$ cat src/rtl/datapath_seq_ctrl.sv
// rtl/datapath_seq_ctrl.sv - Moore sequencer for the 16-bit register-file/ALU datapath
module datapath_seq_ctrl (
    input  logic       clk,
    input  logic       reset,
    input  logic       s,
    input  logic [2:0] opcode,
    input  logic [1:0] op,
    output logic       w,
    output logic [2:0] nsel,
    output logic [3:0] vsel,
    output logic       loada,
    output logic       loadb,
    output logic       asel,
    output logic       bsel,
    output logic       loadc,
    output logic       loads,
    output logic       write,
    output logic       err
);

    typedef enum logic [2:0] {
        ST_WAIT   = 3'd0,
        ST_DECODE = 3'd1,
        ST_WR_IMM = 3'd2,
        ST_GET_A  = 3'd3,
        ST_GET_B  = 3'd4,
        ST_EXEC   = 3'd5,
        ST_WR_REG = 3'd6
    } state_t;

    state_t     state;
    state_t     state_nxt;
    logic [2:0] opc_q;
    logic [1:0] op_q;

    logic is_mov_imm;
    logic is_mov_reg;
    logic is_mvn;
    logic is_alu3;
    logic is_cmp;
    logic is_illegal;
    logic accept;

    // Decodes run off the latched fields so mid-instruction input changes are ignored
    assign is_mov_imm = (opc_q == 3'b110) && (op_q == 2'b10);
    assign is_mov_reg = (opc_q == 3'b110) && (op_q == 2'b00);
    assign is_mvn     = (opc_q == 3'b101) && (op_q == 2'b11);
    assign is_alu3    = (opc_q == 3'b101) && (op_q != 2'b11);
    assign is_cmp     = (opc_q == 3'b101) && (op_q == 2'b01);
    assign is_illegal = !(is_mov_imm || is_mov_reg || is_mvn || is_alu3);
    assign accept     = (state == ST_WAIT) && s;

    always_ff @(posedge clk) begin
        if (reset) begin
            state <= ST_WAIT;
            opc_q <= 3'b000;
            op_q  <= 2'b00;
            err   <= 1'b0;
        end else begin
            state <= state_nxt;
            if (accept) begin
                opc_q <= opcode;
                op_q  <= op;
                err   <= 1'b0;
            end else if ((state == ST_DECODE) && is_illegal) begin
                err <= 1'b1;
            end
        end
    end

    always_comb begin
        state_nxt = state;
        case (state)
            ST_WAIT:   state_nxt = s ? ST_DECODE : ST_WAIT;
            ST_DECODE: begin
                if (is_mov_imm)
                    state_nxt = ST_WR_IMM;
                else if (is_mov_reg || is_mvn)
                    state_nxt = ST_GET_B;
                else if (is_alu3)
                    state_nxt = ST_GET_A;
                else
                    state_nxt = ST_WAIT;
            end
            ST_WR_IMM: state_nxt = ST_WAIT;
            ST_GET_A:  state_nxt = ST_GET_B;
            ST_GET_B:  state_nxt = ST_EXEC;
            ST_EXEC:   state_nxt = is_cmp ? ST_WAIT : ST_WR_REG;
            ST_WR_REG: state_nxt = ST_WAIT;
            default:   state_nxt = ST_WAIT;
        endcase
    end

    always_comb begin
        w     = 1'b0;
        nsel  = 3'b000;
        vsel  = 4'b0000;
        loada = 1'b0;
        loadb = 1'b0;
        asel  = 1'b0;
        bsel  = 1'b0;
        loadc = 1'b0;
        loads = 1'b0;
        write = 1'b0;
        case (state)
            ST_WAIT:   w = 1'b1;
            ST_WR_IMM: begin
                nsel  = 3'b100;
                vsel  = 4'b0100;
                write = 1'b1;
            end
            ST_GET_A: begin
                nsel  = 3'b100;
                loada = 1'b1;
            end
            ST_GET_B: begin
                nsel  = 3'b001;
                loadb = 1'b1;
            end
            ST_EXEC: begin
                // MOV-reg and MVN pass B through the ALU with A forced to zero
                asel  = is_mov_reg || is_mvn;
                loads = is_cmp;
                loadc = !is_cmp;
            end
            ST_WR_REG: begin
                nsel  = 3'b010;
                vsel  = 4'b0001;
                write = 1'b1;
            end
            default: ;
        endcase
    end

endmodule

$ cat config.mk
export PLATFORM = sky130hd
export DESIGN_NAME = datapath_seq_ctrl
export DESIGN_NICKNAME = d
export VERILOG_FILES = /design/src/rtl/datapath_seq_ctrl.sv
export SDC_FILE = /design/constraint.sdc
export NUM_CORES = 1
export LEC_CHECK = 0
export ABC_AREA = 1
export CELL_PAD_IN_SITES_DETAIL_PLACEMENT = 2
export CELL_PAD_IN_SITES_GLOBAL_PLACEMENT = 2
export CORE_MARGIN = 2
export CORE_UTILIZATION = 30
export DETAILED_ROUTE_END_ITERATION = 6
export DONT_BUFFER_PORTS = 1
export PLACE_DENSITY_LB_ADDON = 0.1
export SYNTH_ARGS = -nofsm -noshare
export SYNTH_HDL_FRONTEND = slang
export SYNTH_SLANG_ARGS = --single-unit
$ cat constraint.sdc
create_clock -name clk -period 2.62 [get_ports clk]
set_clock_uncertainty 0.1 [all_clocks]
set_input_delay 0.524 -clock clk [delete_from_list [all_inputs] [get_ports clk]]
set_output_delay 0.524 -clock clk [all_outputs]
set_load 0.01 [all_outputs]
==> results of run 1 <==
power by group through the flow:
stage	clock (uW)	combinational, uW	sequential, uW
floorplan	0	30.2	152
global placement	0	28.2	156
detailed placement	0	29.6	156
CTS	112	29.7	153
global route	120	33.8	154
finish	107	29.0	153
flip-flops by register name, indices dropped and copies added, names as in the netlist:
| name | flops |
|---|---|
| state | 3 |
| op_q | 2 |
| err | 1 |
| opc_q | 3 |
layer usage:
metal	track usage, %	up-vias
li1	-	265
met3	5.490	0
met1	18.78	235
met4	1.714	0
met5	0	-
met2	23.06	15
synthesized netlist by cell type:
cell     instances  area, um2
nand3_1          6      30.03
nor3_1           3      15.01
buf_4            4      30.03
nor2_2           3      18.77
inv_1            8      30.03
nor3_2           1      10.01
o21ai_0          1      5.000
nand2_1         20      75.07
a21oi_1         13      65.06
dfxtp_1          9      180.2
inv_2            5      18.77
o21ai_1          2      10.01
nand3_2          2      20.02
nor2_1           6      22.52
conb_1           1      3.750
area by class of cell:
class / count / area [um2] / area share [%]
Multi-Input combinational cell: 60 / 282.8 / 49.67
Sequential cell: 9 / 180.2 / 31.65
Inverter: 13 / 48.80 / 8.571
Tap cell: 25 / 31.28 / 5.495
Clock buffer: 4 / 26.28 / 4.615
metrics by stage:
stage | total power, uW | utilization [%]
floorplan | 182.5 | -
global placement | 184.1 | 31.79
detailed placement | 185.8 | 31.79
CTS | 295.0 | 33.33
global route | 308.6 | 33.33
finish | 289.2 | 33.33
kinds of logic (layout without fill, tap and decap cells):
| group | after synthesis | count (layout) | synth area share (%) |
|---|---|---|---|
| simple gates | 41 | 41 | 35.83 |
| buf+inv | 17 | 17 | 14.75 |
| flops | 9 | 9 | 33.72 |
| other cells | 1 | 3 | 0.7019 |
| compound gates | 16 | 16 | 14.99 |
worst register-to-register path: cells and delay by family, from the launching register on:
family / cells / cell delay, ns
and+or+nand+nor: 2 / 0.37
AOI/OAI and AO/OA: 2 / 0.24
DFF: 1 / 0.41
path summary, 6_finish.rpt:
kind,from,endpoint,slack [ns]
worst max-delay path,opc_q[0],asel,0.75
worst min-delay path,reset,opc_q[2],0.23
worst max register to register,state[0],op_q[0],1.39
worst min register to register,op_q[1],op_q[1],0.39
==> flow_summary.toml, run 1 <==
[status]
status = "finished, final reports clean"

[sta]
finalHoldViolCount = 0
hold_slack_ns = 0.2320
rsz0062_at_grt = "no"
fin_crit_sh_pct = 71.37
setup_slack_ns = 0.7500
fin_setup_tns_ns = 0
fmax_mhz = 534.8
finalMaxSlewViolations = 0
finalSetupViolations = 0
post-route-min-period_ns = 1.870

[place]
place_ws_ns = 1.005
place_inst = 107
placed_area_um2 = 543.0
placement.io_buffers = 0
gp_congestion = 0.7322
place_hpwl_um = 1145

[layout]
final_common_cell = "nand2_1"
post_layout_nonfiller_instances = 111
area.growth.synth_to_final_pct = 6.557
fill_cells = 231
diodes = 0
most-common-layout-cells = "nand2_1 (20), a21oi_1 (13), dfxtp_1 (9)"
fin_nets = 95
final_cell_area_um2 = 569.3
final_layout_size_suffix_gt1_share_pct = 16.28

[drt]
top_layer = "met3"
met1_length_um = 640
drt_iter0_drc = 1
drcViolationCount = 0
vias = 515
route.met2.wl_um = 684
ant_nets = 0
drt-total-wl_um = 1417
detail_route.wl_per_cell_um = 12.77
routed_via_density = 4.640
wl_met3_um = 92
first_pass_iters = 4

[grt]
grt_pass1_wl_um = 2221
grtUsageTotal_pct = 14.39
antenna_found_initial = 0
grt_max_degree = 10
first_global_vias = 496
grt_overflow_total = 0

[setup_path]
worst_path_largest_cell_delay_ns = 0.37
worst-endpoint-required_ns = 2.00
crit_arrival_ns = 1.25
worstPathMaxFanout = 5
end_kind = "primary output"
r2r_cells = 4
worst-path-buf-inv = 0
slowest_stage = "dfxtp_1"
path_depth = 4
critPathMostFrequentCell = "nand2_1"
cp_top_family = "flip-flops"
start_kind = "flip-flop"
worst-setup-path-type = "flip-flop to primary output"
crit_chain = "nand2_1 > nor2_2 > nand2_1 > a21oi_1"

[power]
p_switching_uw = 77.07
internal_power_uw = 212.2
power.share.sequential_pct = 52.9
clkPwrFrac_pct = 37.1
p_per_area_nw_per_um2 = 508.1
swShare_pct = 26.65
vdd_drop_max_mv = 0.3156
leakagePower_uw = 0.0002726
p_comb_share_pct = 10.0

[flow_run]
cap_violations = 0

[die]
dieArea_um2 = 2134
core_um2 = 1708
initial_core_util_pct = 31.28
die_width_um = 46.20
rows = 15
io_pins = 24
die_h_um = 46.20

[yosys]
synth_cell_types = 15
ys_warn_count = 0
synth.avg_cell_area_um2 = 6.360
ys_seq_area_share_pct = 33.72
yosys_register_bits = 9
syn_area_um2 = 534.3
synthCells = 84

[clock_network]
clk_latency_ns = 0.26
cts_inserted_buffers = 3
clk_path_buf_depth = 2
root_buffer = "clkbuf_4"
tritoncts = "built"
cts.clk_slew.worst_paths_ns = 0.06
clock_sinks = 9
hold_buffers = 0
post-cts-setup-buffer-count = 0
ctsResizeCount = 0
cts_htree_levels = 1

[worst_hold_path]
hp-class = "primary input to flip-flop"
whs_path_depth = 1
Note: power is estimated with default switching activity, not from simulation.
==> run 2, diff against run 1 <==
CORE_UTILIZATION = 25   (was 30)
clock period = 1.6 ns   (was 2.62 ns; I/O delays follow)
==> run 2 against run 1 <==
Compared with the run above:
- register-to-register slack lost 0.99 ns
- core utilization grew 0.51 points
- first-iteration DRC count shrank 100%
- clock-buffer cell count is the same
==> flow_summary.toml, run 2 (synthesized netlist as in run 1, its figures left out) <==
[layout]
diodes = 0
final_layout_size_suffix_gt1_share_pct = 35.16
final_common_cell = "nand2_1"
fin_nets = 100
regArea_um2 = 190.2
final_cell_area_um2 = 670.6
fill_cells = 235
area.growth.synth_to_final_pct = 25.53
largest_registers = "opc_q x3, state x3, op_q x2"
final_util_pct = 33.84
multiInputGateArea_um2 = 331.6
most-common-layout-cells = "nand2_1 (15), a21oi_1 (12), inv_1 (8)"

[place]
gp_congestion = 0.6704
place_hpwl_um = 1128
place_ws_ns = 0.1727
placement.io_buffers = 0
placed_area_um2 = 545.5

[sta]
setup_slack_ns = 0.07224
post-route-min-period_ns = 1.528
finalSetupViolations = 0
hold_slack_ns = 0.01565
finalHoldViolCount = 0
fin_crit_sh_pct = 95.48
fmax_mhz = 654.6
finalMaxSlewViolations = 0

[die]
die_h_um = 50.23
core_um2 = 1982
dieArea_um2 = 2523
io_pins = 24
rows = 16
die_width_um = 50.23
initial_core_util_pct = 26.96

[setup_path]
rr_startpoint = "state[2]"
critPathCapture = "vsel[0]"
end_kind = "primary output"
worstPathMaxFanout = 7
regToRegSetupSlack_ns = 0.40
start_kind = "flip-flop"
r2r_cells = 3
worst-setup-path-type = "flip-flop to primary output"
crit_arrival_ns = 1.11
cp-startpoint = "state[2]"
r2r_end = "opc_q[1]"
worst-endpoint-required_ns = 1.18

[grt]
first_global_vias = 526
grt_max_degree = 10
grt_pass1_wl_um = 2408
antenna_found_initial = 0
grt_overflow_total = 0
grtUsageTotal_pct = 12.52

[clock_network]
clk_path_buf_depth = 2
clk_latency_ns = 0.26
tritoncts = "built"
clock_sinks = 9
cts.clk_slew.worst_paths_ns = 0.06
root_buffer = "clkbuf_4"
cts_htree_levels = 1
cts_inserted_buffers = 3

[drt]
first_pass_iters = 1
drt-total-wl_um = 1505
drt_iter0_drc = 0
routed_via_density = 4.585
detail_route.wl_per_cell_um = 12.75
vias = 541
drcViolationCount = 0
ant_nets = 0

[power]
vdd_drop_max_mv = 0.3653
p_per_area_nw_per_um2 = 728.2
leakagePower_uw = 0.0003035

[flow_run]
cap_violations = 0

[worst_hold_path]
hp-class = "primary input to flip-flop"
whs_path_depth = 1

[status]
status = "finished, final reports clean"
==> run 2: cell count changes in the layout (fill, tap and decap cells not counted), sizes merged <==
cell,change
buf,+4
dlygate4sd3,+1
==> run 2: repair_timing <==
item | in CTS | in global routing
buffers inserted | 0 | 4
gates resized for setup | 8 | 11
pin swaps | 1 | 4
endpoints found under the hold margin | 0 | 1
endpoints found under the setup margin | 5 | 5
hold buffers | 0 | 1
cloned | 0 | 0
==> run 2: per-layer routing <==
metal  global-route usage (%)  up-vias  routed length, um
met5                        0        -                  0
met4                    4.167        0                 23
met3                    3.869        2                 96
met2                    19.30       18                740
met1                    16.45      247                644
li1                         -      274                  -
==> run 2: cell type report <==
class,instances,area share [%]
inverter,13,7.276
multi-input combinational,60,49.44
clock buffer,4,3.918
tap,27,5.037
sequential,9,28.36
timing repair buffer,5,5.970
==> run 2: worst min-delay path by stage <==
stage                     startpoint  endpoint
after floorplan                reset  opc_q[0]
after global placement         reset  state[0]
after detailed placement       reset  opc_q[2]
after CTS                      reset  state[0]
after global routing           reset  opc_q[0]
final                          reset  opc_q[0]
==> run 2: critical path: stages (launching register included) <==
cell and delay, ns:
dfxtp_2 0.42, inv_2 0.09, nor3_1 0.33
==> run 2: power by group <==
group	internal [uW]	leakage [uW]	switching [uW]
Sequential	237	0.0000766	16.9
Clock	96.2	0.0000150	80.5
Combinational	22.0	0.000212	36.1
==> run 2: per-stage QoR <==
step            TNS, ns  total power, uW  instances
6_report              0            488.4        118
5_1_grt        -0.01493            526.9        118
4_1_cts               0            489.1        113
3_5_place_dp          0            304.7        109
3_3_place_gp          0            302.5        109
2_1_floorplan         0            298.9         86
==> run 3, diff against run 2 <==
CORE_MARGIN = 5   (was 2)
==> run 3 against run 2 <==
Compared with the run above:
- wire length rose by 4.3%
- sequential power barely moved
- setup slack got worse by 0.021 ns
- clock power rose by 2%
- critical path depth rose by 3
- fmax fell by 1.4%
- global-route usage fell by 1.4 points
- critical endpoint is now loadc
- largest cell class unchanged
- highest routed layer is now met3
==> flow_summary.toml, run 3 (synthesized netlist as in run 1, its figures left out) <==
[status]
status = "finished, final reports clean"

[worst_hold_path]
hp-class = "primary input to flip-flop"
whs_path_depth = 1

[power]
p_switching_uw = 136.6
swShare_pct = 28.06
power.share.sequential_pct = 52.0
p_comb_share_pct = 10.9
p_per_area_nw_per_um2 = 742.7
internal_power_uw = 350.3
leakagePower_uw = 0.0002912
vdd_drop_max_mv = 0.4350
clkPwrFrac_pct = 37.1

[place]
place_ws_ns = 0.1817
placement.io_buffers = 0
place_hpwl_um = 1281
place_inst = 109
gp_congestion = 0.7318

[grt]
antenna_found_initial = 0
grt_max_degree = 10
grt_overflow_total = 0
grt_pass1_wl_um = 2808
first_global_vias = 599
grtUsageTotal_pct = 11.17

[setup_path]
worstPathMaxFanout = 4
start_kind = "flip-flop"
regToRegSetupSlack_ns = 0.39
slowest_stage = "dfxtp_4"
r2r_cells = 3
worst_path_largest_cell_delay_ns = 0.37
cp_top_family = "simple AND/OR/NAND/NOR gates"
crit_arrival_ns = 1.13
end_kind = "primary output"
crit_chain = "nand2_1 > nor2_4 > nand2_2 > nand2_2 > inv_2"
worst-endpoint-required_ns = 1.18
path_depth = 5
critPathMostFrequentCell = "nand2_2"
worst-path-buf-inv = 1
worst-setup-path-type = "flip-flop to primary output"

[sta]
finalSetupViolations = 0
finalMaxSlewViolations = 0
fmax_mhz = 645.7
setup_slack_ns = 0.05121
post-route-min-period_ns = 1.549
fin_crit_sh_pct = 96.80
finalHoldViolCount = 0
rsz0062_at_grt = "yes"

[drt]
first_pass_iters = 2
ant_nets = 0
detail_route.wl_per_cell_um = 13.64
routed_via_density = 4.591
vias = 528
drt_iter0_drc = 1
drt-total-wl_um = 1569
drcViolationCount = 0

[clock_network]
cts.clk_slew.worst_paths_ns = 0.06
cts_inserted_buffers = 3
root_buffer = "clkbuf_4"
clk_latency_ns = 0.26
tritoncts = "built"
clk_path_buf_depth = 2
cts_htree_levels = 1
clock_sinks = 9

[die]
die_width_um = 56.23
core_um2 = 2002
initial_core_util_pct = 26.69
rows = 16
die_h_um = 56.23
dieArea_um2 = 3162
io_pins = 24

[layout]
post_layout_nonfiller_instances = 115
largest_registers = "opc_q x3, state x3, op_q x2"
diodes = 0
area.growth.synth_to_final_pct = 22.72
final_layout_size_suffix_gt1_share_pct = 34.09
fin_nets = 97
most-common-layout-cells = "nand2_1 (17), a21oi_1 (12), inv_1 (7)"
final_common_cell = "nand2_1"

[flow_run]
cap_violations = 0
[run 3: cell types whose count changed in the layout (fill, tap and decap cells not counted), moves of 2 or more]
cell     change
nor3_2       +2
nand2_1      +2
nor3_1       -2
buf_4        -3
nand2_2      -2
[run 3: area by class of cell]
type	count	area (um2)
fill	255	1346
multi-input combinational	60	334.1
sequential	9	192.7
inverter	13	51.30
tap	27	33.78
clock buffer	4	26.28
timing repair buffer	2	17.52
[run 3: through the flow]
step / util (%) / setup TNS [ns] / hold WS (ns) / total power, uW / instance area, um2
after floorplan: - / 0 / 0.2891 / 298.9 / 541.8
after global placement: 27.25 / 0 / 0.2912 / 303.0 / 545.5
after detailed placement: 27.25 / 0 / 0.2923 / 304.6 / 545.5
after CTS: 30.81 / 0 / 0.002571 / 494.4 / 616.8
after global routing: 32.75 / -0.08975 / 0.001981 / 527.3 / 655.6
final: 32.75 / 0 / 0.01277 / 486.9 / 655.6
[run 3: repair_timing]
action / 4_1_cts / 5_1_grt
resized for setup: 13 / 9
buffers inserted: 1 / 0
setup endpoints to repair: 5 / 4
hold buffers: 0 / 1
endpoints found under the hold margin: 0 / 3
pin swaps: 3 / 2
[run 3: routing by layer]
| metal | routed length, um | up-vias | global-route usage, % |
|---|---|---|---|
| li1 | - | 269 | - |
| met1 | 717 | 245 | 13.55 |
| met2 | 782 | 14 | 17.53 |
| met3 | 68 | 0 | 4.640 |
| met4 | 0 | 0 | 4.068 |
| met5 | 0 | - | 0 |
[run 3: final timing paths]
kind	startpoint	end
worst max-delay path	opc_q[0]	loadc
worst min-delay path	reset	opc_q[1]
worst max register to register	state[2]	opc_q[1]
worst min register to register	opc_q[2]	opc_q[2]
[run 3: power groups by stage]
stage	Sequential, uW	Clock (uW)	Combinational, uW
2_1_floorplan	249	0	49.4
3_3_place_gp	255	0	47.9
3_5_place_dp	256	0	48.5
4_1_cts	254	190	50.4
5_1_grt	256	209	61.8
6_report	253	181	53.2
